--- src/rtl/imm_pkg.sv ---
// imm_pkg: shared definitions for the pipelined immediate generator.
//   - format tags driven on imm_gen_pipe.fmt
//   - RISC-V major opcodes that carry an immediate
//   - flush hold-off state encoding
package imm_pkg;

    // Format tags
    localparam logic [2:0] FMT_NONE = 3'd0;
    localparam logic [2:0] FMT_I    = 3'd1;
    localparam logic [2:0] FMT_S    = 3'd2;
    localparam logic [2:0] FMT_B    = 3'd3;
    localparam logic [2:0] FMT_U    = 3'd4;
    localparam logic [2:0] FMT_J    = 3'd5;
    localparam logic [2:0] FMT_SH   = 3'd6;

    // Major opcodes (inst[6:0])
    localparam logic [6:0] OP_LOAD   = 7'b0000011;
    localparam logic [6:0] OP_IMM    = 7'b0010011;
    localparam logic [6:0] OP_IMM32  = 7'b0011011;
    localparam logic [6:0] OP_JALR   = 7'b1100111;
    localparam logic [6:0] OP_SYSTEM = 7'b1110011;
    localparam logic [6:0] OP_STORE  = 7'b0100011;
    localparam logic [6:0] OP_BRANCH = 7'b1100011;
    localparam logic [6:0] OP_LUI    = 7'b0110111;
    localparam logic [6:0] OP_AUIPC  = 7'b0010111;
    localparam logic [6:0] OP_JAL    = 7'b1101111;

    // funct3 values of the immediate shifts (slli / srli / srai)
    localparam logic [2:0] F3_SLL = 3'b001;
    localparam logic [2:0] F3_SRX = 3'b101;

    // Flush hold-off controller
    typedef enum logic {
        ST_RUN  = 1'b0,
        ST_HOLD = 1'b1
    } state_e;

    function automatic logic is_shift_f3(input logic [2:0] f3);
        return (f3 == F3_SLL) || (f3 == F3_SRX);
    endfunction

endpackage

--- src/rtl/imm_decode.sv ---
// imm_decode: combinational immediate decoder.
// Derives the format from the opcode and builds the XLEN-wide immediate.
// Ports:
//   inst  in   32    instruction word
//   imm   out  XLEN  sign-extended immediate (zero-extended shamt for FMT_SH)
//   fmt   out  3     format tag (imm_pkg FMT_*)
module imm_decode
    import imm_pkg::*;
#(
    parameter int XLEN       = 32,
    parameter int SHAMT_MODE = 1
) (
    input  logic [31:0]     inst,
    output logic [XLEN-1:0] imm,
    output logic [2:0]      fmt
);

    logic [6:0] op;
    logic [2:0] f3;
    logic       op_imm32;
    logic       is_shift;
    logic [5:0] shamt;

    assign op = inst[6:0];
    assign f3 = inst[14:12];

    // OP-IMM-32 only exists on RV64; on RV32 that opcode decodes as FMT_NONE.
    assign op_imm32 = (XLEN == 64) && (op == OP_IMM32);
    assign is_shift = (SHAMT_MODE != 0) && ((op == OP_IMM) || op_imm32) && is_shift_f3(f3);

    // The *W shifts and all RV32 shifts only have a 5-bit shift amount.
    assign shamt = ((XLEN == 32) || op_imm32) ? {1'b0, inst[24:20]} : inst[25:20];

    // Every immediate is at most 32 bits wide before sign extension, so each
    // one is assembled as a signed 32-bit value and widened with a cast.
    logic signed [31:0] i32, s32, b32, u32, j32;

    assign i32 = {{20{inst[31]}}, inst[31:20]};
    assign s32 = {{20{inst[31]}}, inst[31:25], inst[11:7]};
    assign b32 = {{19{inst[31]}}, inst[31], inst[7], inst[30:25], inst[11:8], 1'b0};
    assign u32 = {inst[31:12], 12'b0};
    assign j32 = {{11{inst[31]}}, inst[31], inst[19:12], inst[20], inst[30:21], 1'b0};

    always_comb begin
        imm = '0;
        fmt = FMT_NONE;
        if (is_shift) begin
            imm = XLEN'(shamt);
            fmt = FMT_SH;
        end else begin
            case (op)
                OP_LOAD, OP_IMM, OP_JALR, OP_SYSTEM: begin
                    imm = XLEN'(i32);
                    fmt = FMT_I;
                end
                OP_IMM32: begin
                    if (op_imm32) begin
                        imm = XLEN'(i32);
                        fmt = FMT_I;
                    end
                end
                OP_STORE: begin
                    imm = XLEN'(s32);
                    fmt = FMT_S;
                end
                OP_BRANCH: begin
                    imm = XLEN'(b32);
                    fmt = FMT_B;
                end
                OP_LUI, OP_AUIPC: begin
                    imm = XLEN'(u32);
                    fmt = FMT_U;
                end
                OP_JAL: begin
                    imm = XLEN'(j32);
                    fmt = FMT_J;
                end
                default: ;
            endcase
        end
    end

endmodule

--- src/rtl/imm_gen_pipe.sv ---
// imm_gen_pipe: two-stage pipelined immediate generator for RISC-V decode.
//   S0 captures the instruction, imm_decode sits between S0 and S1,
//   S1 registers imm/fmt and keeps the previously output immediate.
// Ports:
//   clk        in   1     clock, rising edge
//   rst        in   1     synchronous active-high reset
//   in_valid   in   1     inst valid
//   in_ready   out  1     inst accepted this cycle
//   inst       in   32    instruction word
//   stall      in   1     freeze S0, S1, prev_imm and the hold counter
//   nop        in   1     flush S0/incoming inst, start hold-off (wins over stall)
//   out_valid  out  1     imm/fmt valid
//   imm        out  XLEN  generated immediate
//   fmt        out  3     format tag
//   prev_imm   out  XLEN  immediate held before the latest output update
module imm_gen_pipe
    import imm_pkg::*;
#(
    parameter int XLEN       = 32,
    parameter int FLUSH_HOLD = 1,
    parameter int SHAMT_MODE = 1
) (
    input  logic            clk,
    input  logic            rst,
    input  logic            in_valid,
    output logic            in_ready,
    input  logic [31:0]     inst,
    input  logic            stall,
    input  logic            nop,
    output logic            out_valid,
    output logic [XLEN-1:0] imm,
    output logic [2:0]      fmt,
    output logic [XLEN-1:0] prev_imm
);

    localparam int         STAGES    = 1;
    localparam logic [2:0] HOLD_INIT = 3'(FLUSH_HOLD);

    state_e          state, state_nxt;
    logic [2:0]      cnt, cnt_nxt;

    // vld_pipe[0] is the S0 valid, vld_pipe[STAGES] is out_valid.
    logic [STAGES:0] vld_pipe;
    logic [31:0]     s0_inst;
    logic            accept;

    logic [XLEN-1:0] dec_imm;
    logic [2:0]      dec_fmt;

    assign in_ready  = (state == ST_RUN) & ~stall & ~rst;
    assign accept    = in_valid & in_ready;
    assign out_valid = vld_pipe[STAGES];

    // ---------------------------------------------------------------
    // Flush hold-off controller
    // ---------------------------------------------------------------
    always_ff @(posedge clk) begin
        if (rst) begin
            state <= ST_RUN;
            cnt   <= '0;
        end else begin
            state <= state_nxt;
            cnt   <= cnt_nxt;
        end
    end

    always_comb begin
        state_nxt = state;
        cnt_nxt   = cnt;
        if (nop) begin
            // A nop during HOLD simply restarts the count.
            cnt_nxt = HOLD_INIT;
            if (FLUSH_HOLD != 0) state_nxt = ST_HOLD;
        end else if (!stall && (state == ST_HOLD)) begin
            cnt_nxt = cnt - 3'd1;
            if (cnt == 3'd1) state_nxt = ST_RUN;
        end
    end

    // ---------------------------------------------------------------
    // S0: capture register
    // ---------------------------------------------------------------
    always_ff @(posedge clk) begin
        if (rst) begin
            vld_pipe[0] <= 1'b0;
            s0_inst     <= '0;
        end else if (nop) begin
            vld_pipe[0] <= 1'b0;
        end else if (!stall) begin
            // Not accepting (HOLD or in_valid low) drains S0 into S1.
            vld_pipe[0] <= accept;
            if (accept) s0_inst <= inst;
        end
    end

    imm_decode #(
        .XLEN       (XLEN),
        .SHAMT_MODE (SHAMT_MODE)
    ) u_dec (
        .inst (s0_inst),
        .imm  (dec_imm),
        .fmt  (dec_fmt)
    );

    // ---------------------------------------------------------------
    // S1: output register; imm/fmt/prev_imm only move on a real result
    // so a bubble leaves the last immediate visible.
    // ---------------------------------------------------------------
    always_ff @(posedge clk) begin
        if (rst) begin
            vld_pipe[STAGES] <= 1'b0;
            imm              <= '0;
            fmt              <= FMT_NONE;
            prev_imm         <= '0;
        end else if (nop) begin
            vld_pipe[STAGES] <= 1'b0;
        end else if (!stall) begin
            vld_pipe[STAGES] <= vld_pipe[0];
            if (vld_pipe[0]) begin
                imm      <= dec_imm;
                fmt      <= dec_fmt;
                prev_imm <= imm;
            end
        end
    end

endmodule

--- config.mk ---
export PLATFORM = sky130hd
export DESIGN_NAME = imm_gen_pipe
export DESIGN_NICKNAME = d
export VERILOG_FILES = /design/src/rtl/imm_pkg.sv /design/src/rtl/imm_decode.sv /design/src/rtl/imm_gen_pipe.sv
export SDC_FILE = /design/constraint.sdc
export NUM_CORES = 1
export LEC_CHECK = 0
export BUFFER_PORTS_ARGS = -buffer_cell sky130_fd_sc_hd__buf_2
export CAP_MARGIN = 10
export CORE_MARGIN = 4
export CORE_UTILIZATION = 48
export CTS_CLUSTER_DIAMETER = 80
export DETAILED_ROUTE_END_ITERATION = 10
export PLACE_DENSITY = 0.74
export SLEW_MARGIN = 20
export SYNTH_ARGS = -nofsm -noshare
export SYNTH_HDL_FRONTEND = slang
export SYNTH_HIERARCHICAL = 1
export SYNTH_SLANG_ARGS = --single-unit
export TNS_END_PERCENT = 1
--- constraint.sdc ---
create_clock -name clk -period 1.6 [get_ports clk]
set_clock_uncertainty 0.05 [all_clocks]
set_input_delay 0.32 -clock clk [delete_from_list [all_inputs] [get_ports clk]]
set_output_delay 0.32 -clock clk [all_outputs]
set_load 0.01 [all_outputs]
==> flow_metrics.env <==
export IMPL_die_h_um=104.8
export IMPL_clk_latency_ps=370
export IMPL_clockRootBuffer="clkbuf_8"
export IMPL_period_needed_ps=1669
export IMPL_fmax_mhz=599.0
export IMPL_r2r_slack_ps=-70
export IMPL_cts_clk_slew_worst_paths_ps=90
export IMPL_p_per_area_nw_per_um2=820.6
export IMPL_route_detailed_drc=0
export IMPL_max_cap_violations=0
export IMPL_finalCritPeriodShare=1.043
export IMPL_clockBufferDepth=2
export IMPL_drive_gt1_frac=0.2926
export IMPL_criticalPathCategory="reg -> reg"
export IMPL_die_area_sq_um=10970
export IMPL_postSynthAreaPerCell_sq_um=7.800
export IMPL_num_vias=4305
export IMPL_rsz0062_at_grt="true"
export IMPL_syn_to_final_growth_pct=23.64
export IMPL_tritoncts="done"
export IMPL_endpoint="imm[15]$_SDFFE_PP0P_"
export IMPL_wl_um=11510
export IMPL_multi_input_area_sq_um=2218
export IMPL_leakage_nw=2.154
export IMPL_gp_congestion=0.8648
export IMPL_fin_nets=714
export IMPL_ys_warn_count=6
export IMPL_antenna_found_initial=0
export IMPL_start_kind="register"
export IMPL_synthesis_area_sq_um=4493
export IMPL_io_buffer_count=105
export IMPL_yosys_most_used_dff="dfxtp_1"
export IMPL_drv_slew=0
export IMPL_ant_nets=0
export IMPL_cp_data_arrival_time_ps=1920
export IMPL_peakVddDrop_v=0.0004398
export IMPL_layout_setup_ws_ps=-69.43
export IMPL_synth_ff_latch_count=105
export IMPL_dp_final_hpwl_um=8087
export IMPL_grt_pass1_vias=4010
export IMPL_grt_usage=0.2096
export IMPL_grt_max_degree=75
export IMPL_grt_pass1_wl_um=19180
export IMPL_critPathMaxFanout=11
export IMPL_reg2reg_depth=7
export IMPL_synth_edf_count=0
export IMPL_yosysUniqueCellTypes=49
export IMPL_violations="negative setup slack"
export IMPL_max_slew_margin_rel=0.7881
export IMPL_yosysSeqAreaShare=0.4678
export IMPL_avgViaCountPerCell=5.442
export IMPL_cts_max_level=3
export IMPL_fp_coreArea_sq_um=9196
export IMPL_async_flop_share=0
export IMPL_min_path_type="in -> reg"
export IMPL_cp_data_required_time_ps=1850
export IMPL_regArea_sq_um=2120
export IMPL_cts_made_buffers=9
export IMPL_grt_overflow_total=0
export IMPL_num_rows=35
export IMPL_antennaDiodeCount=0
export IMPL_hold_ws_ps=142.4
export IMPL_place_ws_ps=-121.2
export IMPL_fill_cells=820
export IMPL_ios=106
export IMPL_outcome="complete, but fails checks"
export IMPL_cp_startpoint="s0_inst[3]$_SDFFE_PP0P_"
export IMPL_timing_rr_start="s0_inst[3]$_SDFFE_PP0P_"
export IMPL_synthCells=576
export IMPL_die_x_um=104.8
export IMPL_start_util=0.4886
export IMPL_final_setup_viol_count=20
export IMPL_tightest_slew_ps=309.9
export IMPL_total_power_mw=4.559
export IMPL_first_iter_violations=324
export IMPL_synth_nets=615
export IMPL_firstDrtPassIters=6
export IMPL_cp_end_kind="register"
export IMPL_cts_sinks=105
export IMPL_hold_violations=0
export IMPL_wl_per_cell_um=14.55
export IMPL_reg2reg_to="imm[15]$_SDFFE_PP0P_"
worst max-delay path, stage by stage (launching register included):
cell and delay [ps]:
dfxtp_4 390, and3b_2 260, and4b_2 310, o21bai_4 100, buf_12 150, a21oi_1 160
nand2_1 70, a21oi_1 110
placed cells by master, fill, tap and decap left out, types with 3 or more instances in the layout:
| master | instances |
|---|---|
| nand2_1 | 156 |
| dfxtp_1 | 99 |
| and2_1 | 6 |
| o21ai_0 | 3 |
| nor3_1 | 3 |
| clkinv_4 | 3 |
| a22o_1 | 4 |
| inv_1 | 7 |
| o211ai_1 | 4 |
| dfxtp_4 | 4 |
| o21ai_1 | 27 |
| nand3_1 | 34 |
| buf_4 | 25 |
| buf_2 | 104 |
| a21oi_2 | 17 |
| clkbuf_8 | 9 |
| buf_12 | 6 |
| o21ai_2 | 3 |
| a21oi_1 | 106 |
| nor2_1 | 5 |
| nor2b_1 | 3 |
layout make-up:
type                            count  area share
Clock buffer                       10     0.02297
Clock inverter                      6     0.01329
Inverter                            7    0.004730
Multi-Input combinational cell    415      0.3993
Sequential cell                   105      0.3815
Tap cell                          111     0.02500
Timing Repair Buffer              137      0.1532
worst min-delay path by stage:
stage,to,slack (ps),cells past startpoint,start
final,s0_inst[1]$_SDFFE_PP0P_,140,3,inst[1]
after global routing,s0_inst[1]$_SDFFE_PP0P_,130,3,inst[1]
after CTS,s0_inst[3]$_SDFFE_PP0P_,140,3,inst[3]
after detailed placement,prev_imm[20]$_SDFFE_PP0P_,390,2,prev_imm[20]$_SDFFE_PP0P_
after global placement,prev_imm[5]$_SDFFE_PP0P_,390,2,prev_imm[5]$_SDFFE_PP0P_
after floorplan,s0_inst[8]$_SDFFE_PP0P_,390,2,s0_inst[8]$_SDFFE_PP0P_
power by group:
part	internal (mW)	total, mW	switching [mW]	leakage, nW
clock network	0.744	1.66	0.911	0.101
logic	0.101	0.256	0.154	1.20
registers	2.63	2.65	0.0212	0.851
total	3.47	4.56	1.09	2.15
metrics by stage:
step / instances / TNS (ps) / utilization / area [sq um]
global route: 791 / -2444 / 0.6041 / 5555
finish: 791 / -479.3 / 0.6041 / 5555
CTS: 789 / -83.06 / 0.5925 / 5449
floorplan: 576 / 0 / - / 4493
global placement: 772 / -1095 / 0.5637 / 5184
detailed placement: 772 / -3321 / 0.5637 / 5184
Yosys cell counts (2+ instances only):
library cell | instances | share of area
or3b_1 | 2 | 0.0039
buf_2 | 18 | 0.020
inv_1 | 7 | 0.0058
a211oi_1 | 2 | 0.0033
o21ai_1 | 27 | 0.030
dfxtp_1 | 105 | 0.47
nand3b_1 | 2 | 0.0033
nand2b_1 | 2 | 0.0028
clkbuf_1 | 21 | 0.018
nor3_1 | 5 | 0.0056
xor2_1 | 2 | 0.0039
nor2_1 | 5 | 0.0042
xnor2_1 | 2 | 0.0039
o21ai_0 | 3 | 0.0033
buf_1 | 3 | 0.0025
a22o_1 | 4 | 0.0078
nor2b_1 | 3 | 0.0042
and2_1 | 6 | 0.0084
o21ai_2 | 3 | 0.0058
ha_1 | 2 | 0.0056
nand2_1 | 157 | 0.13
or2_2 | 2 | 0.0028
and3_1 | 2 | 0.0028
nand3_1 | 34 | 0.038
a21oi_1 | 122 | 0.14
and3b_1 | 2 | 0.0039
buf_6 | 8 | 0.020
o211ai_1 | 4 | 0.0067
cells by family after synthesis:
kind of cell             synth area share
multiplexers                     0.002228
AO/OA/AOI/OAI                      0.2119
buffers and inverters             0.06600
flip-flops                         0.4678
XOR/XNOR                         0.007799
adder cells (fa/ha/maj)          0.005569
AND/OR/NAND/NOR                    0.2387
state kept, by name, summed over array words and instances, names as in the netlist:
| name | cells |
|---|---|
| s0_inst | 32 |
| fmt | 3 |
| cnt | 3 |
| state | 1 |
| imm | 32 |
| out_valid | 1 |
| vld_pipe | 1 |
| prev_imm | 32 |
timing repair:
action                                  CTS  global route
cloned                                    1             0
pin swaps                                 9            10
hold buffers                              0             0
buffers inserted                          0             2
resized for setup                        19            22
endpoints found under the setup margin   34            37
metal layers:
| metal | vias up | GRT usage | share of wire |
|---|---|---|---|
| li1 | 2155 | - | - |
| met1 | 1988 | 0.2838 | 0.45 |
| met2 | 145 | 0.3364 | 0.47 |
| met3 | 17 | 0.04632 | 0.070 |
| met4 | 0 | 0.05998 | 0.015 |
| met5 | - | 0 | 0 |
Note: power is estimated with default switching activity, not from simulation.
